[config.mk]
export PLATFORM = sky130hd
export DESIGN_NAME = ifetch_queue
export DESIGN_NICKNAME = d
export VERILOG_FILES = /design/src/rtl/rv_fetch_pkg.sv /design/src/rtl/ifq_storage.sv /design/src/rtl/ifetch_queue.sv
export SDC_FILE = /design/constraint.sdc
export NUM_CORES = 1
export LEC_CHECK = 0
export ABC_CLOCK_PERIOD_IN_PS = 2300
export BUFFER_PORTS_ARGS = -buffer_cell sky130_fd_sc_hd__buf_2
export CORE_AREA = 2 2 167 169
export CTS_BUF_LIST = sky130_fd_sc_hd__clkbuf_8 sky130_fd_sc_hd__clkbuf_16
export CTS_CLUSTER_DIAMETER = 80
export DETAILED_ROUTE_END_ITERATION = 16
export DIE_AREA = 0 0 169 171
export PLACE_DENSITY = 0.73
export SLEW_MARGIN = 40
export SYNTH_ARGS = -nofsm -noshare
export SYNTH_HDL_FRONTEND = slang
export SYNTH_SLANG_ARGS = --single-unit
[constraint.sdc]
create_clock -name clk -period 2.3 [get_ports clk]
set_input_delay 0.115 -clock clk [delete_from_list [all_inputs] [get_ports clk]]
set_output_delay 0.115 -clock clk [all_outputs]
set_load 0.03 [all_outputs]
[src/rtl/rv_fetch_pkg.sv]
// rv_fetch_pkg: shared fetch-path width, default queue depth and queue entry type.
package rv_fetch_pkg;
  localparam int XLEN = 32;
  localparam int DEPTH_DEF = 4;
  function automatic int ptr_w(input int n);
    return (n > 1) ? $clog2(n) : 1;
  endfunction
  typedef struct packed {
    logic [XLEN-1:0] pc;
    logic [XLEN-1:0] instr;
    logic            filled;
  } fetch_entry_t;
endpackage

[src/rtl/ifq_storage.sv]
// ifq_storage: fetch-queue entry array with independent alloc, fill and head-read ports.
module ifq_storage
  import rv_fetch_pkg::*;
#(
  parameter int DEPTH = DEPTH_DEF,
  localparam int PW = ptr_w(DEPTH)
) (
  input  logic            clk,
  input  logic            rst,
  input  logic            flush,
  input  logic            alloc,
  input  logic [PW-1:0]   alloc_ptr,
  input  logic [XLEN-1:0] alloc_pc,
  input  logic            fill,
  input  logic [PW-1:0]   fill_ptr,
  input  logic [XLEN-1:0] fill_data,
  input  logic            pop,
  input  logic [PW-1:0]   rd_ptr,
  output fetch_entry_t    head
);
  fetch_entry_t mem [DEPTH];
  always_ff @(posedge clk or negedge rst)
    if (!rst) begin
      for (int i = 0; i < DEPTH; i++) mem[i] <= '0;
    end else if (flush) begin
      for (int i = 0; i < DEPTH; i++) mem[i].filled <= 1'b0;
    end else begin
      if (alloc) mem[alloc_ptr] <= '{pc: alloc_pc, instr: '0, filled: 1'b0};
      if (fill) begin
        mem[fill_ptr].instr  <= fill_data;
        mem[fill_ptr].filled <= 1'b1;
      end
      if (pop) mem[rd_ptr].filled <= 1'b0;
    end
  assign head = mem[rd_ptr];
endmodule

[src/rtl/ifetch_queue.sv]
// ifetch_queue: issues one imem read per PC, stalls the PC register until accepted,
// and returns fetched words to decode in order; flush drops queued and in-flight reads.
module ifetch_queue
  import rv_fetch_pkg::*;
#(
  parameter int DEPTH = DEPTH_DEF
) (
  input  logic            clk,
  input  logic            rst,
  input  logic [XLEN-1:0] pc_i,
  output logic            pc_stall_o,
  input  logic            flush_i,
  output logic            imem_req_valid_o,
  output logic [XLEN-1:0] imem_req_addr_o,
  input  logic            imem_req_ready_i,
  input  logic            imem_rsp_valid_i,
  input  logic [XLEN-1:0] imem_rsp_data_i,
  output logic            id_valid_o,
  output logic [XLEN-1:0] id_instr_o,
  output logic [XLEN-1:0] id_pc_o,
  input  logic            id_ready_i
);
  localparam int PW = ptr_w(DEPTH);
  localparam int CW = $clog2(DEPTH + 1);
  logic [PW-1:0] wr_ptr, rd_ptr, fill_ptr;
  logic [CW-1:0] count, pend, discard;
  logic [CW:0]   flush_discard;
  logic          accept, pop, fill, drop;
  fetch_entry_t  head;
  assign imem_req_valid_o = rst && (count < CW'(DEPTH)) && !flush_i;
  assign imem_req_addr_o  = pc_i;
  assign accept           = imem_req_valid_o && imem_req_ready_i;
  assign pc_stall_o       = !accept;
  assign drop             = imem_rsp_valid_i && (discard != '0);
  assign fill             = imem_rsp_valid_i && (discard == '0) && !flush_i;
  assign id_valid_o       = head.filled && (count != '0);
  assign pop              = id_valid_o && id_ready_i && !flush_i;
  assign id_instr_o       = id_valid_o ? head.instr : '0;
  assign id_pc_o          = id_valid_o ? head.pc : '0;
  // a response arriving with the flush is one of the killed reads, so it is not counted twice
  assign flush_discard = {1'b0, discard} + {1'b0, pend} - (CW+1)'(imem_rsp_valid_i);
  always_ff @(posedge clk or negedge rst)
    if (!rst) begin
      wr_ptr   <= '0;
      rd_ptr   <= '0;
      fill_ptr <= '0;
      count    <= '0;
      pend     <= '0;
      discard  <= '0;
    end else if (flush_i) begin
      wr_ptr   <= '0;
      rd_ptr   <= '0;
      fill_ptr <= '0;
      count    <= '0;
      pend     <= '0;
      discard  <= flush_discard[CW-1:0];
    end else begin
      if (accept) wr_ptr <= wr_ptr + 1'b1;
      if (pop) rd_ptr <= rd_ptr + 1'b1;
      if (fill) fill_ptr <= fill_ptr + 1'b1;
      if (drop) discard <= discard - 1'b1;
      count <= count + CW'(accept) - CW'(pop);
      pend  <= pend + CW'(accept) - CW'(fill);
    end
  ifq_storage #(.DEPTH(DEPTH)) u_store (
    .clk       (clk),
    .rst       (rst),
    .flush     (flush_i),
    .alloc     (accept),
    .alloc_ptr (wr_ptr),
    .alloc_pc  (pc_i),
    .fill      (fill),
    .fill_ptr  (fill_ptr),
    .fill_data (imem_rsp_data_i),
    .pop       (pop),
    .rd_ptr    (rd_ptr),
    .head      (head)
  );
  a_rsp_owed: assert property (@(posedge clk) disable iff (!rst)
    imem_rsp_valid_i |-> (discard != '0 || pend != '0));
  a_discard_range: assert property (@(posedge clk) disable iff (!rst)
    flush_i |-> flush_discard <= (CW+1)'(DEPTH));
endmodule

==> summary.md <==
| Metric | Value |
|---|---|
| Global-route wire length before repair | 53.9 mm |
| Clock Latency Late Sink | 540 ps |
| Global Route met2 Usage | 39.7% |
| Number of global-route vias before repair | 9293 |
| GRT Overall Usage | 24.0% |
| Sequential share of the synthesized area | 50.7% |
| Initial antenna violation count | 0 |
| Period utilization | 103% |
| Critical Path Source Type | flip-flop |
| Fin nets | 1187 |
| Die area | 28900 um2 |
| Net switching fraction of the power | 24.7% |
| Failing checks | negative setup slack |
| Routed Antenna Nets | 0 |
| Clock H-tree levels | 1 |
| Max-Cap Viols | 0 |
| Busiest grt layer | met2 |
| Max Clk Rate | 0.421 GHz |
| Final setup violation count | 53 |
| Syn. warnings | 0 |
| Die height | 171 um |
| Crit Reg-Reg Startpoint | rd_ptr[0] |
| Critical Path RT | 2180 ps |
| Clock Sinks | 275 |
| Num CTS Buffers | 31 |
| Post-Syn Instances | 885 |
| Synth unique cells | 40 |
| Maximum vdd ir drop | 0.000650 V |
| Commonest cells after routing, fill and taps aside | dfrtp_1 (273), buf_2 (133), a22o_1 (128), mux2_4 (120), dlygate4sd3_1 (69) |
| Status | finished, violations left |
| Largest net degree at the start of global routing | 158 |
| Slew at the pin closest to its max-slew limit | 747 ps |
| Worst Skew | 9.33 ps |
| I/O Buffers | 168 |
| Rows | 61 |
| DRT Wirelength | 34.9 mm |
| CTS clk-pin slew, worst paths | 60 ps |
| Seq cells post-synth | 275 |
| Die width | 169 um |
| 1st-iter DRT viols | 547 |
| Pwr Total | 13.8 mW |
| Post-Syn Area per Cell | 15.3 um2 |
| CTS tree | done |
| Antenna fix cells | 0 |
| Share of cells above drive strength 1 | 46.5% |
| Crit Path Class | flip-flop to primary output |
| Worst-path fanout max | 33 |
| Fin util | 62.5% |
| Mapped Area | 13600 um2 |
| Drt drc | 0 |
| Area Growth Syn to Fin | 25.8% |
| Psw | 3.41 mW |
| Comb power frac | 18.3% |
| Remaining global-route overflow | 0 |
| Slew Viols, Final | 0 |
| Routed len/inst | 23.9 um |
| Clock Tree Root | clkbuf_16 |
| Vias | 8699 |
| Worst Setup End Kind | primary output |
| Met3 Usage GRT | 3.31% |
| Core ar. | 27300 um2 |
| Vias/cell | 5.95 |
| Min Tclk post-route | 2380 ps |
| Syn_nets | 979 |
| Critical path arrival | 2260 ps |
| IO Pins | 169 |
| Static Leak | 8.54 nW |
| Clock Power Share | 38.1% |
| WHS | 199 ps |
| Cell area power density | 808 nW/um2 |
| Worst hold path startpoint | imem_req_ready_i |
| Critical path startpoint | rd_ptr[0] |
| Flop pwr share | 43.5% |
| Maximum clock path buffer count | 3 |
| HPWL Detailed | 18.2 mm |
| Final worst setup slack | -78.1 ps |
| Slew HR | 50.2% |
| Power Internal | 10.4 mW |
| Commonest non-fill, non-tap cell in the layout | dfrtp_1 |
| GR Layer Usage met1 | 33.8% |
| Final hold vios | 0 |
| Starting Density | 49.7% |
| Worst min-delay path category | input pin to flip-flop |
| First-pass iteration count of the detailed router | 5 |
| Setup repair after global routing missed its margin | yes |
| Routability congestion estimate | 0.778 |
## power groups by stage
stage / clock [mW] / combinational (mW) / sequential, mW
3_5_place_dp: 0 / 2.36 / 6.04
5_1_grt: 5.56 / 2.74 / 6.08
4_1_cts: 5.35 / 2.52 / 5.99
6_report: 5.26 / 2.53 / 6.01
3_3_place_gp: 0 / 2.25 / 6.02
2_1_floorplan: 0 / 1.83 / 5.91
## cell families (layout without fill, tap and decap cells)
family                     Yosys count  count (layout)  synth area share, %
DFF                                275             275                 50.7
muxes                              196             196                 24.9
AOI/OAI and AO/OA                  153             153                 9.93
buffers and inverters              124             354                 6.56
and+or+nand+nor                    104             104                 4.95
adders and majority gates           24              24                 2.38
xor gates and xnor gates             9               9                0.580
## cell usage after synthesis
master     number  share of area, %
nor3b_1         1             0.055
and3_1         64               2.9
buf_6          30               2.5
a22o_1        128               8.3
nand2_4         4              0.33
inv_1          17              0.47
ha_1           21               1.9
mux2_2         10              0.83
nand3b_1        1             0.055
nand3_1         3              0.11
buf_1           1             0.028
and4b_1         1             0.074
a2bb2oi_1       4              0.26
and4bb_1        2              0.18
or3_1           1             0.046
and2_1          1             0.046
mux2i_1         1             0.074
mux4_2         65                11
buf_2          10              0.37
nor2_1          8              0.22
a21boi_0        1             0.055
a21oi_1        10              0.37
fa_1            3              0.44
nor3_1          2             0.074
a21o_1          2              0.11
a311oi_1        1             0.064
mux2_4        120                13
nand2b_1        6              0.28
clkbuf_1       16              0.44
nand2_1         2             0.055
and3b_1         1             0.064
xor2_1          3              0.19
dfrtp_1       275                51
and2b_1         1             0.055
nor2b_1         2             0.092
a22oi_4         4              0.63
buf_4          50               2.8
xnor2_1         6              0.39
and2_4          4              0.26
o31a_1          3              0.19
## through the flow
| stage | setup slack [ps] | cells | instance area (um2) | setup TNS, ps |
|---|---|---|---|---|
| global route | -135 | 1461 | 17100 | -5880 |
| global placement | 76.8 | 1320 | 14400 | 0 |
| finish | -78.1 | 1461 | 17100 | -2190 |
| floorplan | -49.4 | 885 | 13600 | -70.9 |
| detailed placement | 53.3 | 1325 | 14500 | 0 |
| CTS | -90.4 | 1455 | 16900 | -3620 |
## worst max-delay path, stage by stage, from the launching register on
cell and delay (ps):
dfrtp_4 430, mux4_2 580, bufbuf_16 360, and3_1 170
buf_2 180
## per-layer routing
metal	share of wire, %	vias up
li1	-	3724
met2	49	318
met3	5.3	46
met4	2.1	0
met1	44	4611
met5	0	-
## layout make-up
class	count	area (um2)
Clock buffer	40	900
Clock inverter	15	209
Fill cell	1975	10200
Inverter	17	67.6
Multi-Input combinational cell	486	6020
Sequential cell	275	6890
Tap cell	346	433
Timing Repair Buffer	282	2560
## path summary, 6_finish.rpt
check / endpoint / slack [ps] / depth (start not counted)
setup reg to reg: count[1] / -50 / 8
max in group asynchronous: u_store.mem[70] / 670 / 5
hold / removal: wr_ptr[0] / 200 / 4
setup / recovery: id_instr_o[1] / -80 / 4
min in group asynchronous: asynchronous set/reset pin / 280 / 3
hold reg to reg: u_store.mem[13] / 490 / 1
## timing repair
item,in CTS,in global routing
cloned,6,4
setup endpoints to repair,65,69
hold buffers,69,0
setup buffers,0,1
resized for setup,116,5
hold endpoints to repair,381,0
Power figures use the tool's default switching activity.
